`src/rtl/pulse_seq_pkg.sv`:
```
// Shared types and defaults for the pulse step sequencer.
// Holds the FSM state enum, the table entry struct and a duration helper.
package pulse_seq_pkg;

    localparam int SEQ_DEPTH = 16;
    localparam int SEQ_AW    = $clog2(SEQ_DEPTH);
    localparam int SEQ_DUR_W = 24;

    typedef enum logic [1:0] {
        IDLE,
        PLAY,
        PAUSE
    } state_t;

    typedef struct packed {
        logic [31:0]          ctrl;
        logic [31:0]          duty;
        logic [SEQ_DUR_W-1:0] dur;
    } step_t;

    // A zero-length step still occupies one cycle.
    function automatic logic [SEQ_DUR_W-1:0] eff_dur(
        input logic [SEQ_DUR_W-1:0] d
    );
        return (d == '0) ? SEQ_DUR_W'(1) : d;
    endfunction

endpackage

```
`src/rtl/pulse_step_table.sv`:
```
// Step table: DEPTH entries, one synchronous write port, one combinational
// read port. Ports: clk, wr_en/wr_addr/wr_data, rd_addr -> rd_data.
module pulse_step_table
    import pulse_seq_pkg::*;
#(
    parameter int DEPTH = SEQ_DEPTH,
    parameter int AW    = $clog2(DEPTH)
) (
    input  logic          clk,
    input  logic          wr_en,
    input  logic [AW-1:0] wr_addr,
    input  step_t         wr_data,
    input  logic [AW-1:0] rd_addr,
    output step_t         rd_data
);

    // Not reset: contents survive rst and are owned by the host.
    step_t mem [DEPTH];

    always_ff @(posedge clk) begin
        if (wr_en) begin
            mem[wr_addr] <= wr_data;
        end
    end

    // Same-cycle write to rd_addr is seen only after the edge (old data).
    assign rd_data = mem[rd_addr];

endmodule

```
`src/rtl/pulse_sequencer.sv`:
```
// Step sequencer feeding ctrl/duty words to the pulse generator.
// Ports: table write (wr_*), control (start/stop/pause/loop_en/last_idx),
// outputs ctrl_out/duty_out/step_idx/busy/done, all registered.
module pulse_sequencer
    import pulse_seq_pkg::*;
#(
    parameter int DEPTH = SEQ_DEPTH,
    parameter int AW    = $clog2(DEPTH),
    parameter int DUR_W = SEQ_DUR_W
) (
    input  logic             clk,
    input  logic             rst,
    input  logic             wr_en,
    input  logic [AW-1:0]    wr_addr,
    input  logic [31:0]      wr_ctrl,
    input  logic [31:0]      wr_duty,
    input  logic [DUR_W-1:0] wr_dur,
    input  logic             start,
    input  logic             stop,
    input  logic             pause,
    input  logic             loop_en,
    input  logic [AW-1:0]    last_idx,
    output logic [31:0]      ctrl_out,
    output logic [31:0]      duty_out,
    output logic [AW-1:0]    step_idx,
    output logic             busy,
    output logic             done
);

    state_t            state;
    logic [DUR_W-1:0]  cnt;
    logic [AW-1:0]     last;
    logic [31:0]       cur_ctrl;
    logic [AW-1:0]     rd_addr;
    step_t             rd;
    step_t             wr_data;

    assign wr_data = '{ctrl: wr_ctrl, duty: wr_duty, dur: wr_dur};

    pulse_step_table #(
        .DEPTH (DEPTH),
        .AW    (AW)
    ) u_table (
        .clk     (clk),
        .wr_en   (wr_en),
        .wr_addr (wr_addr),
        .wr_data (wr_data),
        .rd_addr (rd_addr),
        .rd_data (rd)
    );

    // The read port always points at the entry that would be loaded next:
    // entry 0 from IDLE or at the last step (wrap), else the following one.
    always_comb begin
        rd_addr = '0;
        if (state == PLAY && step_idx != last) begin
            rd_addr = step_idx + AW'(1);
        end
    end

    always_ff @(posedge clk) begin
        if (rst) begin
            state    <= IDLE;
            cnt      <= '0;
            last     <= '0;
            step_idx <= '0;
            ctrl_out <= '0;
            duty_out <= '0;
            cur_ctrl <= '0;
            busy     <= 1'b0;
            done     <= 1'b0;
        end else begin
            done <= 1'b0;
            unique case (state)
                IDLE: begin
                    if (start && !stop) begin
                        state    <= PLAY;
                        last     <= last_idx;
                        step_idx <= '0;
                        ctrl_out <= rd.ctrl;
                        cur_ctrl <= rd.ctrl;
                        duty_out <= rd.duty;
                        cnt      <= eff_dur(rd.dur);
                        busy     <= 1'b1;
                    end
                end
                PLAY: begin
                    if (stop) begin
                        state    <= IDLE;
                        ctrl_out <= '0;
                        duty_out <= '0;
                        busy     <= 1'b0;
                    end else if (pause) begin
                        // Count is held, so a pause on the terminal
                        // cycle defers the advance until resume.
                        state    <= PAUSE;
                        ctrl_out <= '0;
                    end else if (cnt != DUR_W'(1)) begin
                        cnt <= cnt - DUR_W'(1);
                    end else if (step_idx != last || loop_en) begin
                        step_idx <= rd_addr;
                        ctrl_out <= rd.ctrl;
                        cur_ctrl <= rd.ctrl;
                        duty_out <= rd.duty;
                        cnt      <= eff_dur(rd.dur);
                    end else begin
                        state    <= IDLE;
                        ctrl_out <= '0;
                        duty_out <= '0;
                        busy     <= 1'b0;
                        done     <= 1'b1;
                    end
                end
                PAUSE: begin
                    if (stop) begin
                        state    <= IDLE;
                        ctrl_out <= '0;
                        duty_out <= '0;
                        busy     <= 1'b0;
                    end else if (!pause) begin
                        // Restore from the stored copy so table edits
                        // made during the pause do not leak in.
                        state    <= PLAY;
                        ctrl_out <= cur_ctrl;
                    end
                end
                default: state <= IDLE;
            endcase
        end
    end

endmodule

```
`config.mk`:
```
export PLATFORM = sky130hd
export DESIGN_NAME = pulse_sequencer
export DESIGN_NICKNAME = d
export VERILOG_FILES = /design/src/rtl/pulse_seq_pkg.sv /design/src/rtl/pulse_step_table.sv /design/src/rtl/pulse_sequencer.sv
export SDC_FILE = /design/constraint.sdc
export NUM_CORES = 2
export LEC_CHECK = 0
export ABC_AREA = 1
export CAP_MARGIN = 20
export CORE_UTILIZATION = 50
export DETAILED_ROUTE_END_ITERATION = 8
export MAX_ROUTING_LAYER = met4
export PLACE_DENSITY = 0.77
export SLEW_MARGIN = 20
export SYNTH_ARGS = -nofsm -noshare
export SYNTH_HDL_FRONTEND = slang
export SYNTH_SLANG_ARGS = --single-unit
```
`constraint.sdc`:
```
create_clock -name clk -period 12.9 [get_ports clk]
set_input_delay 3.87 -clock clk [delete_from_list [all_inputs] [get_ports clk]]
set_output_delay 3.87 -clock clk [all_outputs]
set_load 0.02 [all_outputs]
```
## Word-level counts from Yosys, hierarchy flattened

Memory sizes are Yosys's and may differ from the RTL's.
Index checks and enable logic that the tools add are counted.

- Add/subtract/negate cells: 2
- Equal/unequal tests: 17
- Multiplexer cells: 52
- Bitwise logic cells: 1
- Reductions and logical operators: 16

Operators with widths:

| cell | number |
|---|---|
| $mux 32 | 17 |
| $pmux 32 s3 | 2 |
| $mux 24 | 6 |
| $pmux 32 s2 | 1 |
| $pmux 24 s2 | 1 |
| $logic_not 24->1 | 1 |
| $mux 4 | 6 |
| $ne 24x1->1 const B | 1 |
| $sub 24x1->24 const B | 1 |
| $mux 2 | 7 |
| $ne 3x3->1 const B | 4 |
| $reduce_and 6->1 | 2 |
| $ne 2x2->1 const B | 5 |
| $reduce_and 5->1 | 2 |
| $mux 1 | 9 |
| $ne 4x4->1 const B | 2 |
| $pmux 4 s2 | 1 |
| $reduce_and 4->1 | 2 |
| $pmux 2 s3 | 1 |
| $reduce_or 5->1 | 1 |
| $add 4x1->4 const B | 1 |
| $ne 4x4->1 | 1 |
| $ne 3x1->1 const B | 1 |
| $pmux 1 s3 | 1 |
| other kinds (11) | 12 |

- Flip-flop bits (word level): 132
- Bits in writable memories: 1408
- Bits of input ports: 103
- Output and inout port bits: 70
- Logic and storage cells: 98
- Memories: 1

Memories:

| name | words | bits a word | read ports | clocked after memory_dff | wr ports | line | RTL |
|---|---|---|---|---|---|---|---|
| u_table.mem | 16 | 88 | 1 | 0 | 1 | pulse_step_table.sv:18 | `step_t mem [DEPTH];` |

## Longest topological paths before layout

An unclocked memory read counts as a cell.

- Depth after elaboration: 11
- Gate-level depth with buffers: 23
- Depth with buffers taken out: 20

## Cells and area by module

A second synthesis with hierarchy kept.

- Cells, all modules: 6781
- Area total of the unflattened synthesis: 66852.9 µm²

Modules (own cells, without submodules):

| module | times used | cells each | area an instance (µm²) | seq. area each (µm²) |
|---|---|---|---|---|
| pulse_step_table | 1 | 5690 | 59973.8 | 42280.6 |
| pulse_sequencer | 1 | 1091 | 6879.1 | 2642.5 |

## Worst setup path after synthesis

Ideal clock, no wire load.

- Path kind: input to register
- From: input port wr_addr[0]
- To: memory u_table.mem[13][0] in the netlist's numbering, enable pin
- Library setup time: 0.535 ns
- Arrival time: 7.743 ns
- Data required time: 12.365 ns
- Slack: 4.622 ns
- Cell stages on the path: 4
- Path buffers: 0
- Cells stage by stage: inv_1 nor2_1 nand2_1 nor2_1

RTL lines:

| element | line | RTL |
|---|---|---|
| start: declaration | pulse_sequencer.sv:14 | `input logic [AW-1:0] wr_addr,` |
| end: declaration | pulse_step_table.sv:18 |  |

Straight into the memory's write port.

## Worst setup path in the final report

- From: input port wr_addr[0]
- To: memory u_table.mem[4][86] in the netlist's numbering, enable pin

Straight into the memory's write port.

==> impl_metrics.json <==
{
  "status": "finished, violations left",
  "violations": "design-rule violations",
  "setup_viol_count_final": 0,
  "grt_max_degree": 216,
  "dieWidth_um": 355,
  "via_count": 40900,
  "ys.warnings.count": 0,
  "drtPass1Iterations": 8,
  "synth-compound-area-share_pct": 9.41,
  "synthArstFlopShare_pct": 0,
  "dp.cells": 6466,
  "drtIter0Drc": 5942,
  "yosys.area_share.adder_pct": 0.140,
  "arrival_ns": 6.80,
  "port_buffers": 172,
  "slew_viol_final": 0,
  "wl_per_cell_um": 23.8,
  "p_seq_share_pct": 47.6,
  "power_frac_clock_pct": 35.1,
  "drive_gt1_share_pct": 7.90,
  "final.setup.tns_ns": 0,
  "synth.yosys.seq_area_share_pct": 72.0,
  "layout.nets": 5093,
  "crit_path_max_incr_delay_ns": 0.71,
  "worstHoldPathType": "flip-flop to flip-flop",
  "path_cells": "clkdlybuf4s50_1, nor2_1, nand2_1, nor2_4, buf_4, buf_4",
  "start_util_pct": 50.4,
  "routed_wl_um": 161000,
  "vias_per_cell": 6.06,
  "fin_cells": 6752,
  "post-route-min-period_ns": 6.42,
  "worstMarginPinSlew_ns": 1.28,
  "finalHoldViolCount": 0,
  "pwr_density_cell_mw_per_mm2": 172,
  "critPathLaunchType": "input pin",
  "p_int_mw": 8.68,
  "drc": 28,
  "cts.sinks": 1540,
  "clock-root-buffer": "clkbuf_16",
  "max_slew_margin_pct": 14.7,
  "hpwl_um": 86300,
  "switching_share_pct": 28.0,
  "synth.area.mux_share_pct": 2.05,
  "max_cap_violations": 0,
  "finalWeightedCongestion": 0.843,
  "grt_use_total_pct": 25.9,
  "netlist_top_cells_count": "1,408 x edfxtp_1, 694 x nand2_1, 433 x nand3_1",
  "p_leak_nw": 25.5,
  "yosys.cell_types.count": 35,
  "overflow": 0,
  "cp_max_fo": 38,
  "hold_buffers": 0,
  "synth_most_common_cell": "edfxtp_1",
  "syn_nets": 5042,
  "placementRows": 129,
  "p_sw_mw": 3.37,
  "ir_drop_mv": 0.143,
  "synth_xor_area_share_pct": 0.154,
  "cts_tree": "done",
  "final.setup_skew_ns": 0.0211,
  "netlist_instances": 4932,
  "grt_pass1_vias": 39800,
  "dieArea_mm2": 0.126,
  "htree_levels": 4,
  "synth_top_family_by_area": "simple AND/OR/NAND/NOR gates",
  "synth_top_cell_by_area": "edfxtp_1",
  "cts_setup_buffers": 0,
  "slowest_stage": "buf_4",
  "path_class": "input pin to flip-flop",
  "synth_top_area_share_pct": 67.7,
  "io_pins": 173,
  "p_comb_share_pct": 17.3,
  "required_ns": 13.28,
  "cts_max_path_buffers": 3,
  "clk_pin_slew_ns": 0.06,
  "fmax_mhz": 156,
  "syn-cell-area_mm2": 0.0624,
  "numCtsBuffers": 148,
  "synthFlopType": "edfxtp_1",
  "grt_pass1_wl_um": 242000,
  "crit_top_cell": "buf_4",
  "avgSynthCellArea_um2": 12.7,
  "critPathBufInv": 3,
  "nFillCells": 9382,
  "finalCritPeriodShare_pct": 49.8,
  "core_area_mm2": 0.124,
  "critPathTopFamily": "buffers and inverters",
  "cp-end-kind": "flip-flop",
  "die-height_um": 355,
  "clk_latency_ns": 0.77,
  "synth_edf_count": 1408,
  "yosys-top-cells-area": "edfxtp_1 68%, dfxtp_1 4.2%, nand2_1 4.2%, nand3_1 3.5%, o21ai_0 2.3%",
  "synth-simple-area-share_pct": 11.5,
  "antenna_found_initial": 16,
  "ctsResizeCount": 0,
  "syn_to_final_growth_pct": 12.5,
  "ant_nets": 0,
  "rsz0062_at_grt": "false",
  "ys_ff_latch": 1540,
  "reg2reg_setup_slack_ns": 6.53
}
==> worst min-delay path, stage by stage, from the launching register on <==
cell     delay, ns
dfxtp_1       0.31
nand2_1       0.06
a21oi_1       0.05
==> logic make-up after synthesis <==
kind of cell	count (synthesis)
flip-flops	1540
AO/OA/AOI/OAI	906
multiplexers	128
XOR/XNOR	11
AND/OR/NAND/NOR	1628
buffers and inverters	712
adder cells (fa/ha/maj)	7
==> power by group through the flow <==
| stage | clock network (mW) | registers, mW | logic [mW] |
|---|---|---|---|
| detailed placement | 0 | 5.84 | 2.03 |
| floorplan | 0 | 5.86 | 1.33 |
| global placement | 0 | 5.84 | 1.99 |
| CTS | 4.25 | 5.74 | 2.05 |
| finish | 4.22 | 5.74 | 2.08 |
| global route | 4.44 | 5.75 | 2.25 |
==> registers in the layout, summed over array words and instances, names as in the netlist <==
register and flops:
ctrl_out 32, done 1, last 4, u_table.mem 1408
cur_ctrl 32, duty_out 32, busy 1, step_idx 4
state 2, cnt 24
==> area by class of cell <==
class	instances	area, um2	area share, %
Antenna cell	16	40.0	0.0570
Clock buffer	209	4200	5.99
Multi-Input combinational cell	2680	14700	21.0
Inverter	367	1410	2.01
Clock inverter	57	489	0.697
Timing Repair Buffer	246	2360	3.37
Tap cell	1637	2050	2.92
Sequential cell	1540	44900	64.0
==> routing by layer <==
layer	wire, um	global-route usage [%]
met5	0	-
met1	62800	34.1
met2	76300	39.8
met3	16600	5.10
met4	5250	10.4
==> worst paths after layout <==
| kind | start | to | cells after the start |
|---|---|---|---|
| worst max-delay path | wr_addr[0] | u_table.mem[4][86] | 6 |
| worst min-delay path | duty_out[4] | duty_out[4] | 2 |
| worst max register to register | step_idx[0] | duty_out[12] | 13 |
| worst min register to register | duty_out[4] | duty_out[4] | 2 |
==> per-stage QoR <==
step | total power, mW | hold slack (ns) | area, um2 | setup slack (ns) | utilization [%]
floorplan | 7.18 | 0.444 | 62400 | 4.62 | -
global placement | 7.83 | 0.456 | 65400 | 5.63 | 52.8
detailed placement | 7.87 | 0.457 | 65400 | 5.59 | 52.8
CTS | 12.0 | 0.469 | 70100 | 6.39 | 56.6
global route | 12.4 | 0.504 | 70200 | 6.08 | 56.7
finish | 12.0 | 0.474 | 70200 | 6.48 | 56.7
==> cell usage in the layout, fill, tap and decap left out, types with 19 or more instances in the layout <==
cell             instances
nand4_1                109
a21oi_1                160
clkinv_2                23
nor2_4                  19
o311ai_0                61
nor2_1                 280
a211oi_1                63
or2_2                   82
nand2_1                693
clkbuf_16              156
buf_4                   68
o211ai_1               132
o21ai_0                284
clkinv_1                20
o22ai_1                 32
nand3_1                432
a221oi_1               128
mux2i_1                128
edfxtp_1              1408
o21bai_1                32
dfxtp_1                132
inv_1                  355
clkdlybuf4s50_1        171
clkbuf_1                43
Note: power is estimated with default switching activity, not from simulation.
